--- src/rtl/shell_sprite_render.sv ---
// Shell sprite pixel stage: scan position -> ROM address, ROM latency alignment,
// colour-key transparency, and a per-frame opaque pixel counter.
//
// Ports:
//   clk, rst_n          pixel clock, synchronous active-low reset
//   pix_x, pix_y        scan position, qualified by pix_valid
//   frame_start         one-cycle pulse per frame, loads the sprite shadow registers
//   spr_x, spr_y, spr_en sprite position/enable from the CPU register file
//   rom_addr            registered address into the sprite ROM
//   rom_data            ROM word, valid one cycle after rom_addr
//   pix_rgb, pix_hit    registered pixel colour and opaque-hit flag
//   out_valid           pix_valid delayed to line up with pix_rgb
//   opaque_cnt          opaque pixel count of the previous frame
module shell_sprite_render #(
    parameter int unsigned SPR_W  = 40,
    parameter int unsigned SPR_H  = 40,
    parameter int unsigned ADDR_W = 11,
    parameter int unsigned CRD_W  = 11,
    parameter logic [15:0] KEY    = 16'hF81F
) (
    input  logic              clk,
    input  logic              rst_n,
    input  logic [CRD_W-1:0]  pix_x,
    input  logic [CRD_W-1:0]  pix_y,
    input  logic              pix_valid,
    input  logic              frame_start,
    input  logic [CRD_W-1:0]  spr_x,
    input  logic [CRD_W-1:0]  spr_y,
    input  logic              spr_en,
    output logic [ADDR_W-1:0] rom_addr,
    input  logic [15:0]       rom_data,
    output logic [15:0]       pix_rgb,
    output logic              pix_hit,
    output logic              out_valid,
    output logic [ADDR_W:0]   opaque_cnt
);

    localparam int unsigned   CNT_W     = ADDR_W + 1;
    localparam int unsigned   SUM_W     = CRD_W + 1;
    localparam logic [CNT_W-1:0] CNT_MAX = '1;
    localparam bit            USE_SHIFT = (SPR_W == 40);

    logic [CRD_W-1:0]  spr_x_s;
    logic [CRD_W-1:0]  spr_y_s;
    logic              spr_en_s;

    logic              in_box_d1;
    logic              in_box_d2;
    logic              valid_d1;
    logic              valid_d2;
    logic [CNT_W-1:0]  acc;

    logic [SUM_W-1:0]  x_end;
    logic [SUM_W-1:0]  y_end;
    logic [CRD_W-1:0]  dx;
    logic [CRD_W-1:0]  dy;
    logic              in_box;
    logic [ADDR_W-1:0] addr_c;
    logic              hit;
    logic [CNT_W-1:0]  acc_inc;

    // Box test against the shadow position; the widened end sums keep a sprite
    // hanging off the right/bottom screen edge from wrapping back to column 0.
    always_comb begin
        x_end  = SUM_W'(spr_x_s) + SUM_W'(SPR_W);
        y_end  = SUM_W'(spr_y_s) + SUM_W'(SPR_H);
        dx     = pix_x - spr_x_s;
        dy     = pix_y - spr_y_s;
        in_box = pix_valid & spr_en_s
               & (pix_x >= spr_x_s) & ({1'b0, pix_x} < x_end)
               & (pix_y >= spr_y_s) & ({1'b0, pix_y} < y_end);
        addr_c = '0;
        if (in_box) begin
            if (USE_SHIFT) begin
                // dy*40 as dy*32 + dy*8
                addr_c = (ADDR_W'(dy) << 5) + (ADDR_W'(dy) << 3) + ADDR_W'(dx);
            end else begin
                addr_c = ADDR_W'(32'(dy) * SPR_W + 32'(dx));
            end
        end
    end

    // Output-stage hit and the saturating accumulator increment.
    always_comb begin
        hit     = in_box_d2 & (rom_data != KEY);
        acc_inc = acc;
        if (hit && (acc != CNT_MAX)) begin
            acc_inc = acc + CNT_W'(1);
        end
    end

    always_ff @(posedge clk) begin
        if (!rst_n) begin
            spr_x_s    <= '0;
            spr_y_s    <= '0;
            spr_en_s   <= 1'b0;
            rom_addr   <= '0;
            in_box_d1  <= 1'b0;
            valid_d1   <= 1'b0;
            in_box_d2  <= 1'b0;
            valid_d2   <= 1'b0;
            pix_hit    <= 1'b0;
            pix_rgb    <= '0;
            out_valid  <= 1'b0;
            acc        <= '0;
            opaque_cnt <= '0;
        end else begin
            rom_addr  <= addr_c;
            in_box_d1 <= in_box;
            valid_d1  <= pix_valid;
            in_box_d2 <= in_box_d1;
            valid_d2  <= valid_d1;
            pix_hit   <= hit;
            pix_rgb   <= hit ? rom_data : 16'h0000;
            out_valid <= valid_d2;

            // The pixel completing on the frame_start edge belongs to the closing frame.
            if (frame_start) begin
                spr_x_s    <= spr_x;
                spr_y_s    <= spr_y;
                spr_en_s   <= spr_en;
                opaque_cnt <= acc_inc;
                acc        <= '0;
            end else begin
                acc        <= acc_inc;
            end
        end
    end

endmodule

--- config.mk ---
export PLATFORM = sky130hd
export DESIGN_NAME = shell_sprite_render
export DESIGN_NICKNAME = d
export VERILOG_FILES = /design/src/rtl/shell_sprite_render.sv
export SDC_FILE = /design/constraint.sdc
export NUM_CORES = 1
export LEC_CHECK = 0
export ABC_AREA = 0
export ABC_CLOCK_PERIOD_IN_PS = 12700
export CORE_ASPECT_RATIO = 1.2
export CORE_MARGIN = 2
export CORE_UTILIZATION = 50
export CTS_CLUSTER_SIZE = 30
export DETAILED_ROUTE_END_ITERATION = 6
export PLACE_DENSITY = 0.86
export REMOVE_ABC_BUFFERS = 1
export SLEW_MARGIN = 20
export SYNTH_ARGS = -nofsm -noshare
export SYNTH_HDL_FRONTEND = slang
export SYNTH_SLANG_ARGS = --single-unit
--- constraint.sdc ---
create_clock -name clk -period 12.7 [get_ports clk]
set_input_delay 3.175 -clock clk [delete_from_list [all_inputs] [get_ports clk]]
set_output_delay 3.175 -clock clk [all_outputs]
set_load 0.005 [all_outputs]
==> results of run 1 <==
[synthesized netlist by cell type, drive strengths merged, types with 2 or more instances]
cell type / instances / area, µm²
dfxtp: 80 / 1600
nor2: 54 / 203
ha: 53 / 663
inv: 47 / 176
mux2i: 24 / 240
a21oi: 22 / 110
xnor2: 21 / 184
and2: 20 / 126
o21ai: 18 / 90.1
fa: 16 / 320
xor2: 15 / 131
nand2b: 8 / 50.1
clkbuf: 7 / 26.3
nand2: 7 / 26.3
nand4: 7 / 43.8
o21a: 7 / 52.6
a211oi: 6 / 45.0
a21o: 6 / 45.0
nand3: 6 / 30.0
nor3: 5 / 25.0
and3: 4 / 31.3
nor2b: 4 / 25.0
o2111ai: 4 / 35.0
a211o: 3 / 26.3
a31oi: 3 / 18.8
nor3b: 3 / 27.5
dlygate4sd3: 2 / 20.0
nand4b: 2 / 17.5
o211ai: 2 / 15.0
o221ai: 2 / 17.5
o31ai: 2 / 15.0
o41ai: 2 / 36.3
[state kept, by name, indices dropped and copies added, names as in the netlist]
| name | cells |
|---|---|
| pix_hit | 1 |
| in_box_d1 | 1 |
| rom_addr | 11 |
| valid_d2 | 1 |
| spr_x_s | 11 |
| valid_d1 | 1 |
| spr_en_s | 1 |
| acc | 12 |
| spr_y_s | 11 |
| opaque_cnt | 12 |
| out_valid | 1 |
| pix_rgb | 16 |
| in_box_d2 | 1 |
[layout make-up]
type | instances | area share
Multi-Input combinational cell | 334 | 0.464
Sequential cell | 80 | 0.270
Timing Repair Buffer | 106 | 0.180
Inverter | 47 | 0.0297
Tap cell | 120 | 0.0253
Clock buffer | 9 | 0.0209
Clock inverter | 7 | 0.0105
[worst paths after layout]
path / start / end / slack, ns / cells after the start
max: pix_y[0] / rom_addr[10] / 5.93 / 15
min: in_box_d1 / in_box_d2 / 0.44 / 1
max reg2reg: spr_y_s[0] / rom_addr[10] / 8.90 / 13
min reg2reg: in_box_d1 / in_box_d2 / 0.44 / 1
[power by group through the flow]
stage	logic, mW	registers, mW	clock network (mW)
floorplan	0.157	0.268	0
global placement	0.216	0.268	0
detailed placement	0.222	0.269	0
CTS	0.225	0.263	0.180
global route	0.253	0.264	0.192
finish	0.222	0.263	0.177
[layout by cell type, fill, tap and decap left out, types with 2 or more instances in the layout]
| cell type | n |
|---|---|
| inv_1 | 46 |
| nand2b_1 | 8 |
| and2_1 | 19 |
| o21ai_0 | 18 |
| xnor2_1 | 21 |
| a21oi_1 | 22 |
| o21a_1 | 7 |
| mux2i_1 | 24 |
| nor2_1 | 54 |
| nor3_1 | 5 |
| and3_1 | 2 |
| a211oi_1 | 6 |
| ha_1 | 53 |
| xor2_1 | 15 |
| fa_1 | 16 |
| nand4_1 | 7 |
| dfxtp_1 | 80 |
| o221ai_1 | 2 |
| inv_6 | 3 |
| clkdlybuf4s50_1 | 104 |
| clkbuf_8 | 9 |
| nor3b_1 | 2 |
| a21o_1 | 6 |
| a31oi_1 | 3 |
| nor2b_1 | 4 |
| nand4b_1 | 2 |
| a211o_1 | 3 |
| nand3_1 | 6 |
| clkinvlp_4 | 2 |
| nand2_1 | 7 |
| o2111ai_1 | 4 |
| o211ai_1 | 2 |
| o31ai_1 | 2 |
[worst max-delay path: cells and delay by family]
| kind | cells | cell delay, ns |
|---|---|---|
| adder cells (fa/ha/maj) | 5 | 2.00 |
| buffers and inverters | 5 | 0.66 |
| AND/OR/NAND/NOR | 3 | 0.66 |
| XOR/XNOR | 1 | 0.33 |
| AO/OA/AOI/OAI | 1 | 0.23 |
[metrics by stage]
| stage | cells | setup WS [ns] | power [mW] |
|---|---|---|---|
| after floorplan | 461 | 6.22 | 0.425 |
| after detailed placement | 686 | 5.58 | 0.491 |
| after global placement | 686 | 5.60 | 0.485 |
| after global routing | 703 | 5.74 | 0.708 |
| final | 703 | 5.93 | 0.662 |
| after CTS | 702 | 5.93 | 0.667 |
[routing by layer]
metal | global-route usage | wire length, µm | up-vias
met5 | 0 | 0 | -
met1 | 0.244 | 4190 | 1681
met4 | 0.0920 | 228 | 0
li1 | - | - | 1822
met2 | 0.380 | 5130 | 98
met3 | 0.0359 | 466 | 20
[kinds of logic after synthesis]
kind of cell,count (synthesis)
compound gates,80
xor+xnor,37
fa+ha+maj,69
buf+inv,57
flops,80
mux,24
simple gates,124
==> run_results.csv, run 1 <==
group,metric,value,unit
status,outcome,"finished clean",
power_and_ir_drop,power.share.combinational,0.336,
finish,layout.nets,712,
clock_tree,cts.sinks,80,
route,wire_per_inst,14.3,µm
clock_tree,htreeDepth,3,
power_and_ir_drop,p_int,447,µW
clock_tree,cts.root.buffer_cell,"clkbuf_8",
yosys,synth_xor_area_frac,0.0735,
die,die_w,91.5,µm
yosys,syn_avg_cell_area,9.75,µm²
setup_path,cp.arrival,7.06,ns
die,ios,106,
die,fp-row-count,38,
die,die-area,9970,µm²
die,coreArea,8990,µm²
finish,final_area,5940,µm²
setup_path,crit_fanout,3,
timing,hold_violations,0,
die,fp.dieH,109,µm
power_and_ir_drop,seqPwrFrac,0.397,
power_and_ir_drop,cellLeakagePower,2.47,nW
timing,fin_tns_setup,0,ns
setup_path,crit_type,"in -> reg",
route,wirelength,10000,µm
timing,max_slew_margin,0.511,
grt,grt_max_degree,49,
clock_tree,clockBufferDepth,2,
finish,fin_util,0.661,
clock_tree,numCtsBuffers,9,
timing,fin_worst_skew,0.00941,ns
yosys,synth_edf_count,0,
yosys,synth-warning-count,0,
setup_path,startpoint_type,"input pin",
setup_path,crit_slowest_cell,"fa_1",
clock_tree,postCtsHoldBufs,0,
placed_design,placedInstanceArea,5730,µm²
yosys,synth_fa_ha_area_frac,0.214,
route,ant_nets,0,
clock_tree,clkSlewWorstSetupHoldPaths,0.09,ns
grt,grt-ovfl-total,0,
finish,num_antenna_cells,0,
timing,fmax,0.148,GHz
yosys,ys_types,47,
grt,grt_use_total,0.210,
grt,grt_pass1_wl,16700,µm
run,maxCapViolCount,0,
finish,fillCellCount,686,
timing,setup_viol,0,
yosys,ys_seq_area_frac,0.349,
power_and_ir_drop,powerDensity,112,nW/µm²
placed_design,gp_congestion,0.852,
yosys,synth_cells,471,
setup_path,cpMostUsedCell,"inv_1",
grt,first_global_vias,3760,
finish,layout-drive-gt1-share,0.0463,
placed_design,io_buffers,105,
yosys,ys.flop_type,"dfxtp_1",
die,initial_core_util,0.511,
clock_tree,post_cts_resized,0,
finish,seq_area,1600,µm²
timing,final.period_utilization,0.533,
clock_tree,cts_setup_buffers,0,
timing,rsz0062_at_grt,"no",
route,post-route-drc-count,0,
setup_path,critPathMaxStageDelay,0.52,ns
timing,period_needed,6.77,ns
route,dr.pass1.iters,4,
power_and_ir_drop,switching_power,215,µW
clock_tree,clk_latency,0.36,ns
power_and_ir_drop,swShare,0.325,
yosys,synth_top_family_by_area,"adder cells",
yosys,synth_compound_gate_area_share,0.120,
finish,syn2layout_area_growth,29.3,%
timing,drv_slew,0,
yosys,async_reset_ff_frac,0,
power_and_ir_drop,clkPwrFrac,0.268,
setup_path,worstPathCellList,"clkdlybuf4s50_1, inv_1, ha_1, inv_1, fa_1, fa_1, inv_1, fa_1, inv_1, ha_1, nor2b_1, or4_1, a31oi_1, xnor3_1, nor2_1",
yosys,ys_ff_latch,80,
placed_design,dpl.hpwl,7970,µm
finish,multi_input_area,2760,µm²
grt,grt_antenna_before_repair,0,
clock_tree,cts_tree,"done",
power_and_ir_drop,vdd_drop_max,0.0576,mV
timing,worst_slew_pin_slew,0.730,ns
yosys,synthMuxAreaShare,0.0523,
route,vias,3621,
setup_path,end_kind,"flop",
route,drtIter0Drc,116,
setup_path,cp_data_required_time,12.99,ns
min_path,hold_class,"reg -> reg",
route,vias_per_cell,5.15,
timing,whs,0.437,ns
yosys,synth_simple_gate_area_frac,0.141,
yosys,netlist_area,4590,µm²
Power figures use the tool's default switching activity.
==> run 2, diff against run 1 <==
ABC_CLOCK_PERIOD_IN_PS = 6500   (was 12700)
clock period = 6.5 ns   (was 12.7 ns; I/O delays follow)
==> run_results.csv, run 2 (same netlist as run 1, synthesis figures left out) <==
group,metric,value,unit
route,wire_per_inst,14.4,µm
setup_path,startpoint,"pix_y[0]",
timing,final.period_utilization,0.804,
clock_tree,numCtsBuffers,9,
power_and_ir_drop,cellLeakagePower,2.48,nW
run,maxCapViolCount,0,
setup_path,cp_data_required_time,6.79,ns
die,fp-row-count,38,
route,drtIter0Drc,91,
grt,first_global_vias,3757,
clock_tree,post_cts_resized,0,
clock_tree,cts_tree,"done",
route,wirelength,10100,µm
timing,drv_slew,0,
setup_path,reg2reg_slack,2.73,ns
finish,final_area,5940,µm²
clock_tree,htreeDepth,3,
status,outcome,"finished clean",
finish,mostFrequentLayoutCells,"clkdlybuf4s50_1, dfxtp_1, nor2_1",
placed_design,placedInstanceArea,5730,µm²
die,die_w,91.5,µm
timing,fin_worst_skew,0.00845,ns
grt,grt_antenna_before_repair,0,
clock_tree,cts.sinks,80,
placed_design,pre_cts_ws,0.923,ns
power_and_ir_drop,powerDensity,224,nW/µm²
finish,syn2layout_area_growth,29.4,%
route,dr.pass1.iters,4,
finish,fin_util,0.662,
grt,grt-ovfl-total,0,
placed_design,io_buffers,105,
clock_tree,clk_latency,0.35,ns
setup_path,crit_type,"in -> reg",
grt,grt_use_total,0.214,
timing,setup_ws,1.28,ns
timing,max_slew_margin,0.496,
timing,setup_viol,0,
clock_tree,postCtsHoldBufs,0,
setup_path,end_kind,"flop",
route,vias_per_cell,5.17,
placed_design,gp_congestion,0.852,
clock_tree,cts.root.buffer_cell,"clkbuf_8",
setup_path,rr_worst_depth,13,
route,ant_nets,0,
finish,fillCellCount,688,
finish,reg.largest.list,"pix_rgb (16), acc (12), opaque_cnt (12)",
finish,num_antenna_cells,0,
finish,largest_reg_flops,16,
timing,fmax,0.191,GHz
setup_path,cp.arrival,5.51,ns
die,coreArea,8990,µm²
grt,grt_max_degree,49,
clock_tree,clkSlewWorstSetupHoldPaths,0.09,ns
finish,final_common_cell,"clkdlybuf4s50_1",
finish,layout-drive-gt1-share,0.0447,
min_path,hold_class,"reg -> reg",
timing,fin_tns_setup,0,ns
grt,grt_pass1_wl,17000,µm
timing,worst_slew_pin_slew,0.754,ns
power_and_ir_drop,vdd_drop_max,0.123,mV
route,post-route-drc-count,0,
die,initial_core_util,0.511,
die,die-area,9970,µm²
timing,period_needed,5.22,ns
die,fp.dieH,109,µm
finish,regMostFlops,"pix_rgb",
timing,hold_violations,0,
setup_path,endpoint,"rom_addr[10]",
finish,layout.nets,711,
setup_path,startpoint_type,"input pin",
clock_tree,clockBufferDepth,2,
setup_path,crit_fanout,3,
setup_path,rr_startpoint,"spr_y_s[0]",
setup_path,timing.rr.end,"rom_addr[10]",
timing,rsz0062_at_grt,"no",
clock_tree,cts_setup_buffers,0,
timing,whs,0.433,ns
route,vias,3627,
die,ios,106,
placed_design,dpl.hpwl,8010,µm
## run 2: worst min path at each step
stage / from / end / slack (ns) / cells after the start
6_report: in_box_d1 / in_box_d2 / 0.43 / 1
5_1_grt: in_box_d1 / in_box_d2 / 0.45 / 1
4_1_cts: in_box_d1 / in_box_d2 / 0.44 / 1
3_5_place_dp: valid_d2 / out_valid / 0.42 / 1
3_3_place_gp: valid_d2 / out_valid / 0.42 / 1
2_1_floorplan: in_box_d1 / in_box_d2 / 0.41 / 1
## run 2: where the power goes
group	internal, mW	leakage (nW)	switching [mW]	total (mW)
registers	0.503	0.652	0.0102	0.513
logic	0.225	1.72	0.209	0.434
clock network	0.194	0.110	0.193	0.387
## run 2: per-stage QoR
stage / instances / power (mW)
after floorplan: 461 / 0.830
after global placement: 686 / 0.947
after detailed placement: 686 / 0.958
after CTS: 702 / 1.35
after global routing: 702 / 1.43
final: 702 / 1.33
## run 2: cell type report
cell class	count	area, µm²	share of cell area
Multi-Input combinational cell	334	2760	0.464
Sequential cell	80	1600	0.269
Timing Repair Buffer	105	1050	0.176
Inverter	47	176	0.0297
Tap cell	120	150	0.0253
Clock buffer	10	138	0.0232
Clock inverter	6	72.6	0.0122
## run 2: metal layers
| metal | global-route usage | vias up | routed length [µm] |
|---|---|---|---|
| li1 | - | 1817 | - |
| met1 | 0.248 | 1700 | 4260 |
| met3 | 0.0449 | 11 | 510 |
| met5 | 0 | - | 0 |
| met2 | 0.393 | 99 | 5200 |
| met4 | 0.0671 | 0 | 145 |
## run 2: worst max-delay path: stages
cell	delay, ns
clkdlybuf4s50_1	0.46
inv_1	0.04
ha_1	0.20
inv_1	0.07
fa_1	0.47
fa_1	0.51
inv_1	0.06
fa_1	0.52
inv_1	0.04
ha_1	0.31
nor2b_1	0.16
or4_1	0.41
a31oi_1	0.23
xnor3_1	0.33
nor2_1	0.08
==> run 3, diff against run 2 <==
ABC_CLOCK_PERIOD_IN_PS = 5000   (was 6500)
clock period = 5 ns   (was 6.5 ns; I/O delays follow)
==> run_results.csv, run 3 (same netlist as run 1, synthesis figures left out) <==
group,metric,value,unit
timing,setup_viol,0,
timing,fmax,0.213,GHz
power_and_ir_drop,cellLeakagePower,2.54,nW
grt,first_global_vias,3816,
setup_path,worstPathCellList,"clkdlybuf4s50_1, inv_1, ha_1, inv_1, fa_2, fa_1, inv_1, fa_1, inv_1, ha_1, nor2b_1, or4_1, a31oi_2, xnor3_1, nor2_1",
finish,final_common_cell,"clkdlybuf4s50_1",
route,drtIter0Drc,116,
timing,final.period_utilization,0.941,
timing,hold_violations,0,
clock_tree,numCtsBuffers,9,
clock_tree,clockBufferDepth,2,
finish,layout-drive-gt1-share,0.0673,
finish,reg.largest.list,"pix_rgb (16), acc (12), opaque_cnt (12)",
timing,drv_slew,0,
placed_design,dpl.hpwl,8180,µm
clock_tree,postCtsHoldBufs,0,
die,ios,106,
setup_path,end_kind,"flop",
timing,rsz0062_at_grt,"no",
route,wirelength,10300,µm
placed_design,io_buffers,105,
finish,syn2layout_area_growth,31.6,%
route,post-route-drc-count,0,
route,vias,3727,
grt,grt_pass1_wl,17000,µm
setup_path,crit_fanout,2,
finish,stdcell_count,714,
clock_tree,clk_latency,0.36,ns
finish,num_antenna_cells,0,
placed_design,dp_cells,698,
route,dr.pass1.iters,4,
die,die_w,91.5,µm
finish,largest_reg_flops,16,
timing,fin_worst_skew,0.00866,ns
die,fp.dieH,109,µm
route,wire_per_inst,14.5,µm
grt,grt_max_degree,49,
clock_tree,htreeDepth,3,
setup_path,startpoint_type,"input pin",
setup_path,crit_type,"in -> reg",
setup_path,cp_data_required_time,5.30,ns
die,coreArea,8990,µm²
setup_path,cp.arrival,5.00,ns
clock_tree,cts.root.buffer_cell,"clkbuf_8",
grt,grt-ovfl-total,0,
finish,fin_util,0.673,
status,outcome,"finished clean",
setup_path,cpMostUsedCell,"inv_1",
setup_path,crit_buf_inv,5,
setup_path,crit_slowest_cell,"fa_1",
min_path,hold_class,"reg -> reg",
power_and_ir_drop,vdd_drop_max,0.139,mV
die,fp-row-count,38,
die,die-area,9970,µm²
finish,layout.nets,723,
setup_path,critPathMaxStageDelay,0.53,ns
power_and_ir_drop,total_power,1.81,mW
timing,period_needed,4.71,ns
grt,grt_use_total,0.216,
timing,max_slew_margin,0.496,
timing,fin_tns_setup,0,ns
clock_tree,cts.sinks,80,
finish,mostFrequentLayoutCells,"clkdlybuf4s50_1, dfxtp_1, nor2_1",
route,ant_nets,0,
power_and_ir_drop,powerDensity,299,nW/µm²
finish,regMostFlops,"pix_rgb",
route,vias_per_cell,5.22,
die,initial_core_util,0.511,
timing,whs,0.439,ns
clock_tree,clkSlewWorstSetupHoldPaths,0.09,ns
setup_path,cp_top_family,"adder cells",
grt,grt_antenna_before_repair,0,
timing,worst_slew_pin_slew,0.754,ns
clock_tree,cts_tree,"done",
placed_design,gp_congestion,0.854,
run,maxCapViolCount,0,
run 3: cell types whose count changed in the layout (fill, tap and decap cells not counted), sizes merged:
cell      change
clkinvlp      +1
clkinv        +1
buf          +12
inv           -2
run 3: layout make-up:
type | count | area (µm²)
sequential | 80 | 1600
multi-input combinational | 334 | 2770
tap | 120 | 150
clock buffer | 10 | 138
fill | 679 | 2940
inverter | 47 | 176
clock inverter | 6 | 75.1
timing repair buffer | 117 | 1140
run 3: worst register-to-register path: stages, from the launching register on:
cell and delay [ns]:
dfxtp_1 0.33, inv_1 0.07, ha_1 0.31, nand2b_1 0.12, nand2b_1 0.08, a21oi_1 0.19, xnor2_1 0.20, fa_1 0.49
fa_1 0.55, inv_1 0.04, ha_1 0.20, or4_1 0.53, a31oi_2 0.21, xnor3_1 0.23, nor2_1 0.08
run 3: power by group:
| part | switching (mW) | internal [mW] | total, mW |
|---|---|---|---|
| clock network | 0.256 | 0.251 | 0.507 |
| registers | 0.0137 | 0.654 | 0.667 |
| logic | 0.294 | 0.337 | 0.631 |
run 3: worst paths after layout:
path / end / cells after the start / slack (ns) / start
min: in_box_d2 / 1 / 0.44 / in_box_d1
max: rom_addr[10] / 15 / 0.29 / pix_y[0]
max reg2reg: rom_addr[10] / 14 / 1.31 / spr_y_s[1]
min reg2reg: in_box_d2 / 1 / 0.44 / in_box_d1
run 3: per-stage QoR:
stage,worst slack (ns),cell area (µm²)
6_report,0.294,6050
5_1_grt,0.102,6050
4_1_cts,0.192,6030
3_5_place_dp,-0.178,5820
3_3_place_gp,-0.113,5820
2_1_floorplan,0.443,4540
run 3: metal layers:
metal,up-vias,global-route usage,share of wire
li1,1839,-,-
met1,1743,0.232,0.41
met2,117,0.399,0.51
met3,28,0.0553,0.052
met4,0,0.0942,0.028
met5,-,0,0
run 3: timing repair:
action / in CTS / in global routing
gates resized for setup: 0 / 2
endpoints found under the setup margin: 0 / 1
setup buffers: 0 / 0
hold endpoints to repair: 0 / 0
